$ cat src/rtl/dmem_arbiter.sv
// Round-robin arbiter sharing one single-ported data memory between the CPU MEM stage
// (port 0) and the loader (port 1), with a port-1 burst lock and registered read responses.
module dmem_arbiter #(
  parameter int ADDR_W = 10,
  parameter int DATA_W = 32
) (
  input  logic              clk,
  input  logic              reset,
  input  logic              p0_req,
  input  logic              p0_we,
  input  logic [ADDR_W-1:0] p0_addr,
  input  logic [DATA_W-1:0] p0_wdata,
  output logic              p0_gnt,
  output logic              p0_rvalid,
  output logic [DATA_W-1:0] p0_rdata,
  input  logic              p1_req,
  input  logic              p1_we,
  input  logic [ADDR_W-1:0] p1_addr,
  input  logic [DATA_W-1:0] p1_wdata,
  output logic              p1_gnt,
  output logic              p1_rvalid,
  output logic [DATA_W-1:0] p1_rdata,
  input  logic              p1_lock,
  output logic              mem_load,
  output logic              mem_store,
  output logic [ADDR_W-1:0] mem_addr,
  output logic [DATA_W-1:0] mem_wdata,
  input  logic [DATA_W-1:0] mem_rdata
);

  typedef enum logic {
    ARB    = 1'b0,
    LOCKED = 1'b1
  } state_t;

  state_t      state_q;
  logic        last_q;
  logic [1:0]  gnt_d;
  logic [1:0]  we_w;

  assign we_w = {p1_we, p0_we};

  // Grant is combinational; reset suppresses every access.
  always_comb begin
    gnt_d = 2'b00;
    if (!reset) begin
      if (state_q == LOCKED) begin
        gnt_d[1] = p1_req;
      end else if (p0_req && p1_req) begin
        gnt_d = last_q ? 2'b01 : 2'b10;
      end else begin
        gnt_d = {p1_req, p0_req};
      end
    end
  end

  assign p0_gnt = gnt_d[0];
  assign p1_gnt = gnt_d[1];

  always_comb begin
    mem_load  = 1'b0;
    mem_store = 1'b0;
    mem_addr  = '0;
    mem_wdata = '0;
    if (gnt_d[0]) begin
      mem_load  = ~p0_we;
      mem_store = p0_we;
      mem_addr  = p0_addr;
      mem_wdata = p0_wdata;
    end else if (gnt_d[1]) begin
      mem_load  = ~p1_we;
      mem_store = p1_we;
      mem_addr  = p1_addr;
      mem_wdata = p1_wdata;
    end
  end

  always_ff @(posedge clk) begin
    if (reset) begin
      state_q <= ARB;
      last_q  <= 1'b1;
    end else begin
      case (state_q)
        ARB: begin
          if (gnt_d[1]) begin
            last_q <= 1'b1;
          end else if (gnt_d[0]) begin
            last_q <= 1'b0;
          end
          if (gnt_d[1] && p1_lock) begin
            state_q <= LOCKED;
          end
        end
        LOCKED: begin
          // Port 1 stays "last" so port 0 wins the first tie after unlock.
          last_q <= 1'b1;
          if (!p1_lock) begin
            state_q <= ARB;
          end
        end
        default: begin
          state_q <= ARB;
          last_q  <= 1'b1;
        end
      endcase
    end
  end

  genvar gi;
  generate
    for (gi = 0; gi < 2; gi++) begin : g_resp
      logic              rvalid_q;
      logic [DATA_W-1:0] rdata_q;

      always_ff @(posedge clk) begin
        if (reset) begin
          rvalid_q <= 1'b0;
          rdata_q  <= '0;
        end else begin
          rvalid_q <= gnt_d[gi] & ~we_w[gi];
          if (gnt_d[gi] && !we_w[gi]) begin
            rdata_q <= mem_rdata;
          end
        end
      end
    end
  endgenerate

  assign p0_rvalid = g_resp[0].rvalid_q;
  assign p0_rdata  = g_resp[0].rdata_q;
  assign p1_rvalid = g_resp[1].rvalid_q;
  assign p1_rdata  = g_resp[1].rdata_q;

endmodule

$ cat config.mk
export PLATFORM = sky130hd
export DESIGN_NAME = dmem_arbiter
export DESIGN_NICKNAME = d
export VERILOG_FILES = /design/src/rtl/dmem_arbiter.sv
export SDC_FILE = /design/constraint.sdc
export NUM_CORES = 1
export LEC_CHECK = 0
export ABC_CLOCK_PERIOD_IN_PS = 2800
export CORE_AREA = 4 4 98 100
export DETAILED_ROUTE_END_ITERATION = 12
export DIE_AREA = 0 0 102 104
export PLACE_DENSITY_LB_ADDON = 0.25
export SYNTH_ARGS = -nofsm -noshare
export SYNTH_HDL_FRONTEND = slang
export SYNTH_SLANG_ARGS = --single-unit
$ cat constraint.sdc
create_clock -name clk -period 2.8 [get_ports clk]
set_input_delay 0.56 -clock clk [delete_from_list [all_inputs] [get_ports clk]]
set_output_delay 0.56 -clock clk [all_outputs]
set_load 0.01 [all_outputs]
==> out/qor.yml <==
timing:
  drv_slew: 0
  clock_skew_ns: 0.00703
  slew_headroom_pct: 69.1
  hold_ws_ns: 0.488
  setup-violations-final: 0
  hold_viol_final: 0
  min_period_over_period_pct: 93.7
  rsz0062_at_grt: "no"
  fmax_mhz: 381
  worst_slew_pin_slew_ns: 0.463
  period_needed_ns: 2.62
  final.setup.tns_ns: 0
critical_path:
  cp_num_buf_inv: 3
  max_stage_delay_ns: 0.54
  worstPathCellList: "dlygate4sd2_1, nor2_2, and3_4, bufbuf_16, clkdlybuf4s50_1"
  crit_slowest_cell: "clkdlybuf4s50_1"
  ff2ff_setup_slack_ns: 1.17
  end_kind: "output pin"
  crit_arrival_ns: 2.06
  cp_max_fo: 20
  r2r-end: "p0_rdata[9]$_SDFFE_PP0P_"
  crit_type: "input port to output pin"
  critPathTopFamily: "buffers and inverters"
  r2r_cells: 5
  r2r_start: "last_q$_SDFFE_PP1P_"
  startpoint_type: "input port"
  cp.required_ns: 2.24
synthesis:
  syn_inst: 283
  ys_seq_area_share_pct: 44.2
  avgSynthCellArea_um2: 10.9
  synthTopCellsByCount: "68 x dfxtp_1, 43 x a22o_1, 34 x and3_1, 32 x a31o_2, 32 x mux2_2"
  synthMostInstantiatedCell: "dfxtp_1"
  yosys-top-cells-area: "dfxtp_1 44%, a22o_1 12%, mux2_2 12%, a31o_2 9.1%, and3_1 6.9%"
  ys.flop_type: "dfxtp_1"
  synth-edff-count: 0
  ys_types: 21
  synthArstFlopShare_pct: 0
  synth_area_leader_cell: "dfxtp_1"
  synth_seq_cells: 68
  postSynthNetCount: 406
  yosysWarnings: 0
  synth_top_cell_area_share_pct: 44.2
  syn-cell-area_um2: 3080
detailed_routing:
  detail_route.wl_per_cell_um: 19.2
  drt_wl_total_mm: 12.1
  drtPass1Iterations: 4
  avgViaCountPerCell: 5.07
  num_vias: 3191
  drtIter0Drc: 71
  drc: 0
  ant_nets: 0
placed_design:
  dp.cells: 610
  dpl_cell_area_um2: 5500
  io_buffers: 234
  hpwl_mm: 9.09
  routabilityCongestion: 0.855
layout:
  drive_gt1_share_pct: 19.2
  fin_area_um2: 5720
  fin_nets: 638
  layout.cells.non_filler: 630
  area_growth_pct: 85.8
grt:
  grt_pass1_wl_mm: 18.1
  grt_usage_pct: 21.9
  grt_max_degree: 34
  antenna_found_initial: 2
  first_global_vias: 3302
  grt_remaining_overflow: 0
clocking:
  cts_tree: "yes"
  clk_pin_slew_ns: 0.07
  cts_buffers: 9
  cts.sinks: 68
  root_buffer: "clkbuf_8"
  hold_buffers: 0
  clock_latency_ns: 0.34
  htree_levels: 3
  clk_path_buf_depth: 2
floorplan:
  rows: 34
  die_w_um: 102
  die_h_um: 104
  start_util_pct: 35.5
  design.core.area_um2: 8680
  io_pins: 235
  dieArea_um2: 10600
hold_path:
  hp-class: "register to register"
  hold_depth: 1
  holdPathEnd: "p1_rdata[29]$_SDFFE_PP0P_"
  min_from: "p1_rdata[29]$_SDFFE_PP0P_"
power_and_ir_drop:
  power_density_nw_per_um2: 427
  finalPower_mw: 2.44
  p_leak_nw: 2.62
  ir_drop_v: 0.000328
run:
  maxCapViolations: 0
outcome:
  status: "finished, final reports clean"
==> layer usage <==
metal | vias up | track usage, % | routed length (um)
li1 | 1520 | - | -
met1 | 1486 | 23.0 | 4510
met2 | 159 | 38.0 | 5980
met3 | 24 | 9.46 | 1270
met4 | 2 | 8.25 | 344
met5 | - | 0 | 7
==> placed cells by master (no fill, tap or decap), drive strengths merged <==
cell           Yosys  layout
clkinvlp           0       1
bufbuf             0       2
nor2               1       1
and2b              5       5
dlygate4sd2        0      43
a22o              43      43
nand2              2       2
dlymetal6s2s       0       3
o211a              1       1
and3              34      34
nor3b              1       1
nand3b             1       1
inv                3       3
nand2b             2       2
clkdlybuf4s50      0     188
diode              0       2
nor2b             28      28
mux2              32      32
buf               16      13
a31o              32      32
dfxtp             68      68
nand3              2       2
clkbuf            12      11
clkinv             0       3
bufinv             0       1
==> metrics by stage <==
step	util, %	setup WS [ns]
global placement	63.3	-0.185
detailed placement	63.3	-0.194
global route	65.8	0.122
CTS	65.7	0.00617
floorplan	-	0.789
finish	65.9	0.175
==> sequential cells by signal, indices dropped and copies added, names as in the netlist <==
| register | flops |
|---|---|
| p1_rdata | 32 |
| p0_rvalid | 1 |
| p1_rvalid | 1 |
| state_q | 1 |
| last_q | 1 |
| p0_rdata | 32 |
==> power by group <==
part	switching, mW	leakage [nW]	internal [mW]
clock	0.369	0.0931	0.407
sequential	0.0250	0.555	1.02
combinational	0.225	1.97	0.395
total	0.619	2.62	1.82
==> how the worst max path moves through the flow <==
| stage | startpoint | end | slack (ns) | cells after the start |
|---|---|---|---|---|
| floorplan | p0_req | mem_wdata[22] | 0.79 | 5 |
| global placement | reset | mem_addr[7] | -0.18 | 6 |
| detailed placement | reset | mem_addr[7] | -0.19 | 6 |
| CTS | p0_req | p1_gnt | 0.006 | 5 |
| global route | reset | p0_gnt | 0.12 | 5 |
| finish | reset | p0_gnt | 0.18 | 5 |
==> logic make-up (layout without fill, tap and decap cells) <==
family                 Yosys count  in the layout  synth area share [%]
AOI/OAI and AO/OA               76             76                  21.7
buffers and inverters           31            268                  6.26
DFF                             68             68                  44.2
muxes                           32             32                  11.7
other                            0              2                     0
and+or+nand+nor                 76             76                  16.1
==> final cells by class <==
type                            count  area [um2]
Antenna cell                        2        5.00
Clock buffer                       11         131
Clock inverter                      5        52.6
Fill cell                         746        2960
Inverter                            3        11.3
Multi-Input combinational cell    184        1530
Sequential cell                    68        1360
Tap cell                          108         135
Timing Repair Buffer              249        2490
==> what timing repair did <==
| item | CTS | global route |
|---|---|---|
| endpoints found under the setup margin | 45 | 22 |
| resized for setup | 47 | 4 |
| pin swaps | 0 | 1 |
| buffers inserted | 0 | 0 |
| gates cloned | 2 | 0 |
==> worst reg2reg max path: cells and delay by family (launching register included) <==
kind                   cells  cell delay [ns]
multiplexers               1             0.43
AND/OR/NAND/NOR            2             0.23
buffers and inverters      2             0.54
flip-flops                 1             0.33
(Power assumes the default switching activity.)
